==> src/rtl/window_replay_sender.sv <==
// window_replay_sender: captures one median window from an upstream pixel FIFO
// and replays it on demand through a FIFO-style read port (1-cycle latency).
`default_nettype none

module window_replay_sender #(
    parameter int BUFF_SIZE     = 32,
    parameter int BUFF_SIZE_BIT = $clog2(BUFF_SIZE) + 1
) (
    input  logic                     clk,
    input  logic                     rst,
    input  logic                     start,
    input  logic [BUFF_SIZE_BIT-1:0] in_buff_size,
    input  logic [7:0]               in_px,
    input  logic                     in_px_empty,
    output logic                     in_px_rd,
    input  logic                     in_px_valid,
    output logic [7:0]               out_px,
    output logic                     out_px_empty,
    input  logic                     out_px_rd,
    output logic                     out_px_valid,
    input  logic                     replay_req,
    // "release" is a reserved word, hence the suffix
    input  logic                     release_win,
    output logic [BUFF_SIZE_BIT-1:0] buff_size_samp,
    output logic                     loaded,
    output logic                     replaying,
    output logic                     pass_done,
    output logic [BUFF_SIZE_BIT-1:0] pass_count
);

    localparam int                       IDX_W    = (BUFF_SIZE > 1) ? $clog2(BUFF_SIZE) : 1;
    localparam logic [BUFF_SIZE_BIT-1:0] MAX_SIZE = BUFF_SIZE_BIT'(BUFF_SIZE);
    localparam logic [BUFF_SIZE_BIT-1:0] ONE      = BUFF_SIZE_BIT'(1);

    typedef enum logic [1:0] {
        IDLE   = 2'd0,
        LOAD   = 2'd1,
        READY  = 2'd2,
        REPLAY = 2'd3
    } state_t;

    state_t                   state;
    logic [7:0]               mem [BUFF_SIZE];
    logic [BUFF_SIZE_BIT-1:0] wr_ptr;
    logic [BUFF_SIZE_BIT-1:0] iss_cnt;
    logic [BUFF_SIZE_BIT-1:0] rd_ptr;

    // Read strobe follows upstream empty combinationally so no request is lost.
    assign in_px_rd     = (state == LOAD) && !in_px_empty && (iss_cnt < buff_size_samp);
    assign out_px_empty = (state != REPLAY) || (rd_ptr == buff_size_samp);
    assign loaded       = (state == READY) || (state == REPLAY);
    assign replaying    = (state == REPLAY);

    always_ff @(posedge clk) begin
        if (!rst && state == LOAD && in_px_valid) begin
            mem[wr_ptr[IDX_W-1:0]] <= in_px;
        end
    end

    always_ff @(posedge clk) begin
        if (rst) begin
            state          <= IDLE;
            out_px         <= 8'd0;
            out_px_valid   <= 1'b0;
            buff_size_samp <= '0;
            pass_done      <= 1'b0;
            pass_count     <= '0;
            wr_ptr         <= '0;
            iss_cnt        <= '0;
            rd_ptr         <= '0;
        end else begin
            pass_done    <= 1'b0;
            out_px_valid <= 1'b0;
            case (state)
                IDLE: begin
                    if (start && in_buff_size != '0) begin
                        buff_size_samp <= (in_buff_size > MAX_SIZE) ? MAX_SIZE : in_buff_size;
                        wr_ptr         <= '0;
                        iss_cnt        <= '0;
                        state          <= LOAD;
                    end
                end
                LOAD: begin
                    if (in_px_rd) begin
                        iss_cnt <= iss_cnt + ONE;
                    end
                    if (in_px_valid) begin
                        wr_ptr <= wr_ptr + ONE;
                        if (wr_ptr + ONE == buff_size_samp) begin
                            state <= READY;
                        end
                    end
                end
                READY: begin
                    if (release_win) begin
                        state      <= IDLE;
                        pass_count <= '0;
                    end else if (replay_req) begin
                        rd_ptr <= '0;
                        state  <= REPLAY;
                    end
                end
                REPLAY: begin
                    if (release_win) begin
                        state      <= IDLE;
                        pass_count <= '0;
                    end else if (rd_ptr == buff_size_samp) begin
                        // Last pixel is on the output this cycle; close the pass.
                        pass_done <= 1'b1;
                        if (pass_count != '1) begin
                            pass_count <= pass_count + ONE;
                        end
                        state <= READY;
                    end else if (out_px_rd) begin
                        out_px       <= mem[rd_ptr[IDX_W-1:0]];
                        out_px_valid <= 1'b1;
                        rd_ptr       <= rd_ptr + ONE;
                    end
                end
                default: state <= IDLE;
            endcase
        end
    end

endmodule

`default_nettype wire

==> config.mk <==
export PLATFORM = sky130hd
export DESIGN_NAME = window_replay_sender
export DESIGN_NICKNAME = d
export VERILOG_FILES = /design/src/rtl/window_replay_sender.sv
export SDC_FILE = /design/constraint.sdc
export NUM_CORES = 1
export LEC_CHECK = 0
export BUFFER_PORTS_ARGS = -buffer_cell sky130_fd_sc_hd__buf_2
export CELL_PAD_IN_SITES_DETAIL_PLACEMENT = 0
export CELL_PAD_IN_SITES_GLOBAL_PLACEMENT = 1
export CORE_ASPECT_RATIO = 0.6
export CORE_MARGIN = 2
export CORE_UTILIZATION = 42
export CTS_CLUSTER_DIAMETER = 50
export DETAILED_ROUTE_END_ITERATION = 6
export PLACE_DENSITY_LB_ADDON = 0.1
export RECOVER_POWER = 100
export SLEW_MARGIN = 30
export SYNTH_ARGS = -nofsm -noshare
export SYNTH_HDL_FRONTEND = slang
export SYNTH_SLANG_ARGS = --single-unit
==> constraint.sdc <==
create_clock -name clk -period 2.8 [get_ports clk]
set_input_delay 0 -clock clk [delete_from_list [all_inputs] [get_ports clk]]
set_output_delay 0 -clock clk [all_outputs]
set_load 0.02 [all_outputs]
==> key figures <==
Status
  • Status: finished with violations
  • Failing checks: capacitance limit, slew limit

Logic synthesis
  • Mux share of post-synthesis cell area: between 10% and 20%
  • Ys Warns: 0
  • XOR/XNOR Fraction of Synth Area: 1.59%
  • Post-Synth Adder-Cell Area: under 10%
  • Post-synth top flop: edfxtp_1
  • Simple-gate share of the synthesized area: around 6.8%
  • Number of synthesized flops with an enable pin: 256
  • Largest family of logic cells by synthesized area: multiplexers
  • Post-Synthesis Cells: about 690
  • Compound-Gate Fraction of Synth Area: 4.09%
  • Synth Net Count: around 730
  • Seq/Total Area, Yosys: between 70% and 80%
  • Mapped Avg Cell Area: 17.5 um2
  • #FFs+latches synth: 298
  • Async S/R FF share, synth: 0%
  • Synth cell types: 52
  • Mapped cell area: roughly 12000 um2

Timing
  • Final Max Slew Viols: 165
  • Highest clock rate: 391 MHz
  • Rel. slew slack: -13.4%
  • Setup TNS: 0 ns
  • Min Tclk post-route: about 2.6 ns
  • Final setup fails: 0
  • Worst-margin pin slew: ~1.7 ns
  • Hold slack final: between 0.06 and 0.07 ns
  • Skew final: ~0.022 ns
  • Final hold viol count: 0
  • RSZ-0062 raised after global routing: false
  • Fin worst setup slack: between 0.2 and 0.25 ns
  • Final Cycle Share: between 90 and 100%

Clocking
  • Clock Tree Root: clkbuf_16
  • H-Tree Depth: 1
  • Post-CTS Setup Repair Bufs: 0
  • Sink Count: 298
  • TritonCTS clock tree: built
  • Worst skew pair latency: around 0.56 ns
  • Clock buffer depth: 3
  • TritonCTS Buffers: 29
  • Clk slew on worst S/H paths: roughly 0.060 ns

Worst hold path
  • Worst Hold Path EP: iss_cnt[5]
  • Hold WC Path Type: in2reg
  • Hold Crit Start: in_px_empty
  • WHS Path Cells: 7

Worst setup path
  • R2r setup slk: 0.24 ns
  • Worst-path fanout max: 9
  • Crit Path Category: reg2reg
  • Register-to-Register Path Depth: 6
  • Critical Path RT: about 3 ns
  • Arr. time, crit path: ~2.8 ns
  • Crit start category: register
  • R2r endpoint: mem[18][3]
  • Worst r2r src: state[1]
  • Crit. End Element: register

Floorplanning
  • Initial core utilization: a little over two fifths
  • IO Pins: 48
  • Die height: between 100 and 150 um
  • Rows: between 40 and 50
  • Core area: between 20000 and 30000 um2
  • Die footprint: roughly 30000 um2
  • Die span in x: 224 um

Place
  • PortBufs: 47
  • Placed wire-length estimate: 20.1 mm
  • GPL Wtd Cong: slightly below 0.8
  • Pre-CTS setup slack: roughly 0.42 ns

Global routing
  • GR Overflow Total: 0
  • Number of global-route vias before repair: approximately 6600
  • Largest net degree at the start of global routing: between 40 and 50
  • First-pass GRT wire length: around 44 mm
  • Total global-route track usage: approximately a fifth
  • Initial antenna violation count: 0

Finish
  • Layout Nets: about 850
  • Share of cells above drive strength 1: around a fifth
  • Layout area overhead: 15.7%
  • Register area: around 8500 um2
  • Multi-input logic area: 3410 um2
  • Commonest non-fill, non-tap cell in the layout: edfxtp_1
  • N_diodes: 0
  • Fillers: between 2000 and 2500
  • Core Util, Final: about 50%
  • Most frequent cells in the layout: edfxtp_1 (256), clkbuf_1 (74), mux4_2 (69), nor2_1 (65), dfxtp_1 (40)

Drt
  • Post-route antenna net violation count: 0
  • Drt total wl: between 30 and 40 mm
  • Iter 0 DRT Violations: between 600 and 700
  • TritonRoute pass-1 iters: 5
  • Residual DRC: 0
  • Post-DR wirelength/cell: approximately 25 um
  • DR vias: 6706
  • Via density: 5.52

Pwr
  • Power Density: ~630 nW/um2
  • Maximum VDD drop: 0.403 mV
  • Leak: 4.47 nW
  • Tot Pwr: 8.80 mW

Job
  • Max_cap viols: 6
==> worst max-delay path, cell delays in order (launching register included) <==
cell and delay [ns]:
dfxtp_1 0.42, inv_1 0.13, nand3_1 0.10, nor2_1 0.35, nand2_1 0.44, nor2_1 0.38, clkbuf_1 0.38
==> what timing repair did <==
item / in CTS / in global routing
hold buffers: 14 / 0
endpoints found under the hold margin: 50 / 0
gates resized for setup: 0 / 0
==> per-layer routing <==
layer | track usage (%) | wire [um] | vias up
li1 | - | - | 3019
met1 | 33.4 | 15600 | 3488
met2 | 27.8 | 12400 | 166
met3 | 4.23 | 1720 | 33
met4 | 3.37 | 436 | 0
met5 | 0 | 0 | -
==> logic make-up after synthesis <==
group                    after synthesis
AO/OA/AOI/OAI                         73
XOR/XNOR                              22
multiplexers                          83
AND/OR/NAND/NOR                      164
adder cells (fa/ha/maj)               12
flip-flops                           298
buffers and inverters                 42
==> layout make-up <==
class	instances	share of cell area (%)
clock inverter	15	0.783
multi-input combinational	354	24.2
inverter	11	0.294
sequential	298	60.7
tap	375	3.34
timing repair buffer	123	5.04
clock buffer	38	5.62
==> per-stage QoR <==
stage / cells / cell area [um2]
after floorplan: 694 / 12200
after global placement: 1147 / 13200
after detailed placement: 1147 / 13200
after CTS: 1214 / 14200
after global routing: 1214 / 14100
final: 1214 / 14100
==> flip-flops by register name, indices dropped and copies added (netlist names) <==
signal	cells
state	2
buff_size_samp	6
pass_count	6
wr_ptr	6
pass_done	1
out_px	8
out_px_valid	1
rd_ptr	6
iss_cnt	6
mem	256
==> how the worst max path moves through the flow <==
stage | endpoint | startpoint | slack [ns] | cells after the start
6_report | mem[18][3] | state[1] | 0.24 | 6
5_1_grt | mem[19][4] | state[0] | 0.08 | 5
4_1_cts | pass_count[2] | buff_size_samp[1] | 0.30 | 6
3_5_place_dp | state[0] | wr_ptr[4] | 0.42 | 6
3_3_place_gp | state[0] | wr_ptr[4] | 0.17 | 6
2_1_floorplan | out_px[0] | rd_ptr[0] | 0.71 | 8
==> Yosys cell counts (all sizes together) (6+ instances only) <==
| master | n | area, um2 |
|---|---|---|
| nor2b | 17 | 106 |
| xor2 | 14 | 123 |
| dfxtp | 42 | 841 |
| clkbuf | 14 | 52.6 |
| nor2 | 65 | 244 |
| a211oi | 16 | 120 |
| ha | 12 | 150 |
| nor3b | 6 | 45.0 |
| edfxtp | 256 | 7690 |
| mux4 | 72 | 1630 |
| a211o | 8 | 70.1 |
| mux2i | 11 | 110 |
| nor3 | 7 | 35.0 |
| buf | 17 | 125 |
| nand2 | 25 | 93.8 |
| xnor2 | 8 | 70.1 |
| inv | 10 | 37.5 |
| o21ai | 11 | 55.1 |
| nand3 | 13 | 65.1 |
| a21oi | 18 | 90.1 |
==> where the power goes <==
group | switching (mW) | internal, mW
clock | 1.65 | 2.08
sequential | 0.0144 | 4.83
combinational | 0.166 | 0.0650
total | 1.83 | 6.97
No activity file was read; power rests on OpenSTA's default activity.
